### src/rtl/ps2_keyboard.sv
// ps2_keyboard: PS/2 keyboard receiver.
//
// Oversamples the raw PS/2 clock and data lines in the system clock domain.
// It deserialises 11-bit device-to-host frames and queues valid scan-code bytes
// in a small FIFO, which the consumer drains with an active-low pop strobe.
//
// Ports:
//   clk        - system clock, rising-edge active
//   clrn       - asynchronous reset, active HIGH despite the name
//   ps2_clk    - raw PS/2 clock from the keyboard (asynchronous)
//   ps2_data   - raw PS/2 data from the keyboard (asynchronous)
//   nextdata_n - pop strobe, active low, sampled at the clk rising edge
//   data       - byte at the FIFO head (stale storage when empty)
//   ready      - FIFO is non-empty
//   overflow   - sticky: a valid frame was dropped because the FIFO was full;
//                cleared by any pop
module ps2_keyboard #(
  parameter int unsigned FIFO_DEPTH = 8
) (
  input  logic       clk,
  input  logic       clrn,
  input  logic       ps2_clk,
  input  logic       ps2_data,
  input  logic       nextdata_n,
  output logic [7:0] data,
  output logic       ready,
  output logic       overflow
);

  localparam int unsigned PtrW = (FIFO_DEPTH > 1) ? $clog2(FIFO_DEPTH) : 1;
  localparam int unsigned CntW = $clog2(FIFO_DEPTH + 1);
  localparam logic [PtrW-1:0] LastPtr = PtrW'(FIFO_DEPTH - 1);
  localparam logic [CntW-1:0] FullCnt = CntW'(FIFO_DEPTH);

  logic [2:0]      sync_q, sync_d;
  logic [3:0]      bit_cnt_q, bit_cnt_d;
  logic [9:0]      shift_q, shift_d;
  logic [7:0]      mem_q [FIFO_DEPTH];
  logic [7:0]      mem_d [FIFO_DEPTH];
  logic [PtrW-1:0] wr_ptr_q, wr_ptr_d;
  logic [PtrW-1:0] rd_ptr_q, rd_ptr_d;
  logic [CntW-1:0] count_q, count_d;
  logic            overflow_q, overflow_d;

  logic fall;
  logic frame_ok;
  logic push;
  logic pop;
  logic full;
  logic push_acc;

  // Falling edge seen on the two oldest synchroniser stages; the newest stage
  // only absorbs metastability.
  assign fall = sync_q[2] & ~sync_q[1];

  // When bit 10 arrives, shift_q holds the start bit in [0], the data bits
  // in [8:1], and parity in [9]. Odd parity: the XOR of data and parity is 1.
  assign frame_ok = (shift_q[0] == 1'b0) && ps2_data && (^shift_q[9:1]);
  assign push     = fall && (bit_cnt_q == 4'd10) && frame_ok;
  assign pop      = ~nextdata_n && (count_q != '0);
  assign full     = (count_q == FullCnt);
  // A simultaneous pop frees a slot, so a push into a full FIFO still lands.
  assign push_acc = push && (!full || pop);

  // Synchroniser and deserialiser.
  always_comb begin
    sync_d    = {sync_q[1:0], ps2_clk};
    shift_d   = shift_q;
    bit_cnt_d = bit_cnt_q;
    if (fall) begin
      if (bit_cnt_q == 4'd10) begin
        bit_cnt_d = 4'd0;
      end else begin
        shift_d[bit_cnt_q] = ps2_data;
        bit_cnt_d          = bit_cnt_q + 4'd1;
      end
    end
  end

  // FIFO next state.
  always_comb begin
    mem_d      = mem_q;
    wr_ptr_d   = wr_ptr_q;
    rd_ptr_d   = rd_ptr_q;
    count_d    = count_q;
    overflow_d = overflow_q;

    if (push_acc) begin
      mem_d[wr_ptr_q] = shift_q[8:1];
      wr_ptr_d        = (wr_ptr_q == LastPtr) ? '0 : wr_ptr_q + PtrW'(1);
    end
    if (pop) begin
      rd_ptr_d = (rd_ptr_q == LastPtr) ? '0 : rd_ptr_q + PtrW'(1);
    end

    if (push_acc && !pop) begin
      count_d = count_q + CntW'(1);
    end else if (pop && !push_acc) begin
      count_d = count_q - CntW'(1);
    end

    if (pop) begin
      overflow_d = 1'b0;
    end else if (push && full) begin
      overflow_d = 1'b1;
    end
  end

  always_ff @(posedge clk or posedge clrn) begin
    if (clrn) begin
      sync_q     <= 3'b111;
      bit_cnt_q  <= 4'd0;
      shift_q    <= 10'd0;
      wr_ptr_q   <= '0;
      rd_ptr_q   <= '0;
      count_q    <= '0;
      overflow_q <= 1'b0;
      for (int i = 0; i < int'(FIFO_DEPTH); i++) begin
        mem_q[i] <= 8'h00;
      end
    end else begin
      sync_q     <= sync_d;
      bit_cnt_q  <= bit_cnt_d;
      shift_q    <= shift_d;
      wr_ptr_q   <= wr_ptr_d;
      rd_ptr_q   <= rd_ptr_d;
      count_q    <= count_d;
      overflow_q <= overflow_d;
      mem_q      <= mem_d;
    end
  end

  assign data     = mem_q[rd_ptr_q];
  assign ready    = (count_q != '0);
  assign overflow = overflow_q;

endmodule

### config.mk
export PLATFORM = sky130hd
export DESIGN_NAME = ps2_keyboard
export DESIGN_NICKNAME = d
export VERILOG_FILES = /design/src/rtl/ps2_keyboard.sv
export SDC_FILE = /design/constraint.sdc
export NUM_CORES = 1
export LEC_CHECK = 0
export CAP_MARGIN = 20
export CORE_MARGIN = 10
export CORE_UTILIZATION = 40
export DETAILED_ROUTE_END_ITERATION = 8
export GPL_TIMING_DRIVEN = 0
export PLACE_DENSITY_LB_ADDON = 0.2
export SLEW_MARGIN = 20
export SYNTH_ARGS = -nofsm -noshare
export SYNTH_HDL_FRONTEND = slang
export SYNTH_SLANG_ARGS = --single-unit
### constraint.sdc
create_clock -name clk -period 2.97 [get_ports clk]
set_input_delay 0.594 -clock clk [delete_from_list [all_inputs] [get_ports clk]]
set_output_delay 0.594 -clock clk [all_outputs]
set_load 0.005 [all_outputs]
Yosys cells after proc, flatten, opt, wreduce, memory -nomap -nowiden:

Index checks and enable logic that the tools add are counted.

* bits in registers: 92
* input port bits: 5
* output and inout bits: 10
* logic and storage cells: 72

* add/sub/neg operators: 5
* $lt $le $gt $ge: 5
* eq/ne operators: 4
* multiplexer cells: 16
* bitwise gates (word level): 7
* reduce and logical (&&, ||, !) cells: 20

Operators by type and width (count)
* $bwmux 64: 1
* $bmux 8 s3: 1
* $demux 8 s3: 1
* $mux 8: 3
* $mux 4: 3
* $logic_and 1x1->1: 11
* $bwmux 10: 1
* $reduce_xor 9->1: 1
* $add 4x1->4 const B: 2
* $eq 4x4->1 const B: 2
* $ge 4x4->1 const B: 2
* $not 3->4: 2
* $add 3x1->3 const B: 2
* $eq 3x3->1 const B: 2
* $mux 3: 2
* $lt 4x5->1 const B: 1
* $demux 1 s4: 1
* $ge 4x1->1 const B: 1
* $lt 4x1->1 const B: 1
* $not 1->1: 4
* $reduce_bool 2->1: 2
* $reduce_bool 4->1: 1
* $sub 4x1->4 const B: 1
* $logic_not 1->1: 3
* 4 further kinds: 6

Depth between registers and ports, before layout:

Gate-level depths: netlist of the first run.

* depth in word-level cells: 9
* depth in mapped cells: 13
* depth with buffers taken out: 12

Least setup slack after synthesis of the first run:

No wires, ideal clock.

* kind: register to register
* start point: register shift_q[5]
* end point: register count_q[3]
* library setup time: 0.125 ns
* data arrival time: 2.730 ns
* required time: 2.845 ns
* slack: 0.115 ns
* cell stages (with the launch flop): 14
* path buffers: 2
* period minus slack after synthesis: 2.855 ns
* path through: dfrtp_1 > buf_4 > xor2_1 > xnor3_1 > mux2i_2 > buf_6 > ha_1 > inv_1 > ha_1 > a21o_1 > a21oi_1 > xnor2_1 > nor2_1 > xor2_1

* cells in the longest elaborated chain, start to end: 7
* elaborated cells between the ends (all ways): 9
* classes of those cells: 1 x mux; 8 x reduce/logical

RTL lines
* from (decl): line 37 `logic [9:0] shift_q, shift_d;`
* from (signal assigned): line 124 `shift_q <= shift_d;`
* $reduce_xor 9->1 *: line 58 `assign frame_ok = (shift_q[0] == 1'b0) && ps2_data && (^shift_q[9:1]);`
* $logic_and 1x1->1 *: line 58
* $logic_and 1x1->1 *: line 59 `assign push = fall && (bit_cnt_q == 4'd10) && frame_ok;`
* $logic_and 1x1->1 *: line 63 `assign push_acc = push && (!full || pop);`
* named net push_acc: line 50 `logic push_acc;`
* $logic_not 1->1: line 98 `end else if (pop && !push_acc) begin`
* $logic_and 1x1->1: line 98
* $reduce_bool 2->1 (no line)
* to (signal assigned): line 127 `count_q <= count_d;`
* to (decl): line 42 `logic [CntW-1:0] count_q, count_d;`

The timed path passes the listed nets; every way through them passes the cells marked *.
A chain may end at the register's enable or synchronous reset.

Worst setup path after layout of the first run:

* start point: register rd_ptr_q[0]
* end point: output port data[4]

* cells in the longest elaborated chain, start to end: 4

RTL lines
* from (decl): line 41 `logic [PtrW-1:0] rd_ptr_q, rd_ptr_d;`
* from (signal assigned): line 126 `rd_ptr_q <= rd_ptr_d;`
* $not 3->4 (implied by the code): line 133 `assign data = mem_q[rd_ptr_q];`
* $bmux 8 s3: line 133
* $mux 8 (implied by the code) (2 in a row): line 133
* to (decl): line 25 `output logic [7:0] data,`

No other way between the ends. The select of a mux whose other input is x is not followed.

==> results of run 1 <==
## routing by layer
| layer | vias to the layer above | global-route usage, % | part of all wire [%] |
|---|---|---|---|
| met5 | - | 0 | 0 |
| met4 | 0 | 2.64 | 1.2 |
| met3 | 9 | 3.38 | 2.9 |
| met2 | 21 | 17.7 | 49 |
| met1 | 1250 | 14.4 | 46 |
| li1 | 1154 | - | - |
## power groups by stage
stage	Clock (mW)	Sequential (mW)	Combinational, mW
2_1_floorplan	0	1.54	1.01
3_3_place_gp	0	1.56	1.29
3_5_place_dp	0	1.56	1.32
4_1_cts	0.883	1.56	1.39
5_1_grt	0.939	1.60	1.67
6_report	0.849	1.56	1.53
## worst max-delay path: cells and delay by family (launching register included)
family   cells  cell delay (ns)
mux          2             0.80
buf+inv      3             0.74
flops        1             0.39
## final cells by class
class                      count  area, um2  area share, %
buffer                        17        131           2.54
clock buffer                  11        141           2.73
clock inverter                 5       61.3           1.18
inverter                       4       18.8          0.363
multi-input combinational    182       2060           39.7
sequential                    92       2310           44.6
tap                          140        175           3.38
timing repair buffer          26        282           5.44
## cell families (layout without fill, tap and decap cells)
group,count (synthesis),count (layout),synth area share (%)
DFF,92,92,52.0
adders and majority gates,8,8,2.43
and+or+nand+nor,44,44,7.09
muxes,104,104,30.6
buffers and inverters,23,63,2.43
AOI/OAI and AO/OA,13,13,1.92
xor gates and xnor gates,13,13,3.53
## sequential cells by signal, indices dropped and copies added, names as in the netlist
name       flops
rd_ptr_q       3
wr_ptr_q       3
shift_q       10
count_q        4
mem_q         64
sync_q         3
overflow       1
bit_cnt_q      4
## final timing paths
check | to | depth (start not counted)
max reg2reg | count_q[3] | 13
min reg2reg | sync_q[1] | 0
max in group asynchronous | sync_q[2] | 4
max | data[4] | 5
min | sync_q[1] | 0
min in group asynchronous | mem_q[45] | 3
## cell usage after synthesis, drive strengths merged
| library cell | count | area, um2 |
|---|---|---|
| dfstp | 3 | 78.8 |
| nand2 | 16 | 62.6 |
| clkbuf | 7 | 26.3 |
| fa | 1 | 20.0 |
| nor3 | 2 | 10.0 |
| inv | 4 | 15.0 |
| nor3b | 1 | 7.51 |
| a211oi | 1 | 7.51 |
| mux2i | 1 | 13.8 |
| nor2b | 3 | 18.8 |
| nor2 | 8 | 30.0 |
| mux4 | 16 | 360 |
| nand4 | 1 | 21.3 |
| or3 | 1 | 6.26 |
| nand3 | 3 | 27.5 |
| nand3b | 1 | 20.0 |
| xnor3 | 2 | 45.0 |
| ha | 7 | 87.6 |
| nand2b | 1 | 6.26 |
| o21ai | 4 | 20.0 |
| xnor2 | 6 | 52.6 |
| and4bb | 2 | 25.0 |
| a21o | 4 | 30.0 |
| a21oi | 2 | 10.0 |
| xor2 | 4 | 35.0 |
| o2111ai | 2 | 17.5 |
| dfrtp | 89 | 2230 |
| and3 | 1 | 6.26 |
| mux2 | 87 | 980 |
| xor3 | 1 | 23.8 |
| nand4b | 3 | 62.6 |
| nor4bb | 1 | 10.0 |
| buf | 12 | 66.3 |
## timing repair
action | 4_1_cts | 5_1_grt
buffers inserted | 3 | 6
pin swaps | 0 | 3
endpoints found under the setup margin | 11 | 8
gates resized for setup | 16 | 9
==> metrics.txt, run 1 <==
CTS tree=built; P per Cell Area=763 nW/um2; CP cell instances=clkbuf_16 -> buf_12 -> mux4_2 -> mux2_2 -> clkdlybuf4s50_1; Max VDD drop=0.405 mV; critical path fanouts, max=10; crit path launch=rd_ptr_q[0]; syn nets=310; pre-CTS WS=-0.725 ns; Die ar.=15700 um2; flops & latches, synth=92; Clk pwr share=21.5%; post-route ant nets=0; GPL Wtd Cong=0.727; Synth Area per Inst=14.9 um2; nets=345; CP endpoint kind=output port; Startpoint Class=register; R2R setup slack=0.18 ns; clk sink count=92; switching part of the total=32.6%; DR iter-0 viols=107; PnR worst setup slack=0.101 ns; # DRC=0; H-tree level count=3; Final Cell Area=5170 um2; P_sw=1.29 mW; total wire length=8.56 mm; Mapped Cells=297; Worst Hold Launch=sync_q[0]; initial core utilization=40.9%; Pwr Total=3.95 mW; initial antenna violation count=0; Hold Path Class=reg -> reg; P&R area growth vs syn=16.8%; Finished Layout Cells=477; grt ovf=0; Filler cells=978; vias in the first global route=2513; post-layout util=47.7%; Area after DPL=4810 um2; CTS max path bufs=2; pins over their slew limit=0; DR vias=2434; fin crit share=96.6%; Rel. slew slack=47.1%; Via density=5.10; hold buffers post-CTS=0; worst setup path class=reg -> out; Skew-Pair Late Insertion Delay=0.35 ns; # Max-Cap Violations=0; reg-to-reg startpoint=shift_q[8]; antenna diode count=0; Rows=38; Tot GR Track Use=11.1%; core area=10800 um2; Worst Clk Skew=0.0126 ns; Die Y=125 um; Mapped Area=4430 um2; combinational group share of total power=38.9%; fin crit period=2.87 ns; commonest cells after routing, fill and taps aside=dfrtp_1, mux2_2, mux4_2, nand2_1, clkdlybuf4s50_1; commonest non-fill, non-tap cell in the layout=dfrtp_1; Setup TNS=0 ns; Unique masters post-synth=41; pin count of the biggest net entering global routing=33; max incr delay on CP=0.52 ns; share of cells above drive strength 1=48.1%; first-pass GRT wire length=13.9 mm; Hold Fails Final Rpt=0; number of top-level pins=15; status=finished, final reports clean; clock root buffer=clkbuf_8; WHS=0.364 ns; sequential area share after synthesis=52.0%; LEAKAGE=2.54 nW; Worst Tran Pin Value=0.794 ns; Die X=125 um; placed instance count=454; detailed placement HPWL=5.70 mm; Reg power frac=39.6%; CTS buffer count=9; Synth warnings=0; Worst path slowest cell=mux4_2; Worst EP required=2.38 ns; router iterations before antenna repair=4; CTS clk-pin slew, worst paths=0.09 ns; CP Data Arrival Time=2.28 ns; Max Fclk=0.349 GHz; Int Power=2.66 mW; Setup violations, final=0; DR WL/cell=18.0 um; Port Buffers=14
Power figures use the tool's default switching activity.
==> run 2: changes to the inputs <==
- DONT_BUFFER_PORTS: not set -> 1
==> run 2 against run 1 <==
Against the previous run:
- cell count down 4.0%
- core utilization down 2.2 points
- global-route usage up 0.53 points
- worst hold slack worse by 0.25 ns
- register-to-register slack about the same
- count of clock-buffer cells in the layout down 1
- critical path depth up 7
- die area unchanged
- routed wire length up 0.58%
- sequential power about the same
==> metrics.txt, run 2 (synthesis gave the netlist of run 1 again) <==
CP Buf/Inv Count=2; number of top-level pins=15; commonest cells after routing, fill and taps aside=dfrtp_1, mux2_2, mux4_2, nand2_1, clkbuf_8; Worst EP required=3.22 ns; # Max-Cap Violations=0; clk sink count=92; total wire length=8.61 mm; Top Registers=mem_q (64), shift_q (10); CP Data Arrival Time=3.05 ns; GPL Wtd Cong=0.732; detailed placement HPWL=5.83 mm; Port Buffers=0; Filler cells=983; post-route ant nets=0; Max VDD drop=0.459 mV; CTS buffer count=9; Worst Tran Pin Value=0.727 ns; Rows=38; DR WL/cell=18.8 um; critical path fanouts, max=10; WHS=0.118 ns; Setup TNS=0 ns; RSZ-0062 raised after global routing=true; max incr delay on CP=0.50 ns; Top reg by flops=mem_q; Startpoint Class=register; nets=326; worst setup path class=reg -> reg; share of cells above drive strength 1=49.1%; # DRC=0; fin crit period=2.80 ns; max reg flops=64; Die X=125 um; first-pass GRT wire length=14.4 mm; antenna diode count=0; pins over their slew limit=0; Via density=5.25; Hold Fails Final Rpt=0; CP dominant cell by count=ha_1; initial antenna violation count=0; DR iter-0 viols=120; Hold Path Class=in -> async; P per Cell Area=768 nW/um2; commonest non-fill, non-tap cell in the layout=dfrtp_1; Worst path slowest cell=dfrtp_2; H-tree level count=3; Die ar.=15700 um2; clock root buffer=clkbuf_8; DR vias=2403; Skew-Pair Late Insertion Delay=0.36 ns; Max Fclk=0.357 GHz; CTS max path bufs=2; CP endpoint kind=register; status=finished, final reports clean; grt ovf=0; router iterations before antenna repair=4; pin count of the biggest net entering global routing=28; Rel. slew slack=51.6%; initial core utilization=40.9%; vias in the first global route=2590; hold buffers post-CTS=0; CTS clk-pin slew, worst paths=0.09 ns; CTS tree=built; Worst Clk Skew=0.00655 ns; core area=10800 um2; fin crit share=94.3%; Tot GR Track Use=11.6%; Crit path max-delay family=XOR/XNOR gates; LEAKAGE=2.43 nW; Die Y=125 um; Setup violations, final=0; CP cell instances=xnor2_2 -> xnor3_2 -> mux2i_2 -> buf_6 -> ha_1 -> inv_1 -> ha_1 -> a21o_1 -> a21oi_1 -> xnor2_1 -> nor2_1 -> xor2_1; P&R area growth vs syn=11.4%
-- run 2: cell count changes in the layout (fill, tap and decap cells not counted), moves of 2 or more --
cell / delta
buf_12: -3
buf_4: -4
clkbuf_2: +2
clkdlybuf4s50_1: -12
clkinv_2: +2
o2111ai_1: +2
o2111ai_2: -2
-- run 2: where the power goes --
group | switching, mW | internal [mW]
logic | 0.658 | 0.702
clock network | 0.447 | 0.410
registers | 0.149 | 1.43
-- run 2: layout make-up --
cell class	count	area [um2]	share of cell area, %
Sequential cell	92	2310	46.8
Multi-Input combinational cell	182	2040	41.3
Tap cell	140	175	3.55
Clock buffer	10	138	2.79
Timing Repair Buffer	7	97.6	1.98
Buffer	17	96.3	1.95
Clock inverter	6	63.8	1.29
Inverter	4	18.8	0.380
-- run 2: per-stage QoR --
step | total power, mW | cells | area, um2 | setup WS (ns) | utilization (%)
5_1_grt | 4.04 | 458 | 4940 | -0.0294 | 45.5
3_3_place_gp | 2.84 | 437 | 4610 | -0.143 | 42.5
3_5_place_dp | 2.87 | 440 | 4680 | -0.160 | 43.1
4_1_cts | 3.75 | 456 | 4900 | 0.0399 | 45.2
2_1_floorplan | 2.55 | 297 | 4430 | 0.115 | -
6_report | 3.79 | 458 | 4940 | 0.170 | 45.5
-- run 2: worst reg2reg max path, stage by stage (launching register included) --
cell and delay, ns:
dfrtp_2 0.50, xnor2_2 0.14, xnor3_2 0.46, mux2i_2 0.23, buf_6 0.13, ha_1 0.17
inv_1 0.09, ha_1 0.28, a21o_1 0.18, a21oi_1 0.17, xnor2_1 0.14, nor2_1 0.06
xor2_1 0.14
-- run 2: path summary, 6_finish.rpt --
path | start | endpoint | slack, ns | depth (start not counted)
worst max-delay path | shift_q[1] | count_q[3] | 0.17 | 12
worst min-delay path | clrn | mem_q[17] | 0.12 | 1
worst max register to register | shift_q[1] | count_q[3] | 0.17 | 12
worst min register to register | sync_q[0] | sync_q[1] | 0.36 | 0
max in group asynchronous | clrn | sync_q[0] | 2.07 | 3
min in group clk | ps2_clk | sync_q[0] | 0.22 | 0
-- run 2: what timing repair did --
item | 4_1_cts | 5_1_grt
cloned | 0 | 0
pin swaps | 0 | 1
setup endpoints to repair | 9 | 9
setup buffers | 2 | 2
resized for setup | 6 | 7
-- run 2: per-layer routing --
metal	wire length (um)	track usage (%)	part of all wire (%)
met5	0	0	0
met2	4110	17.9	48
met3	216	3.17	2.5
met4	91	3.66	1.1
met1	4200	15.5	49
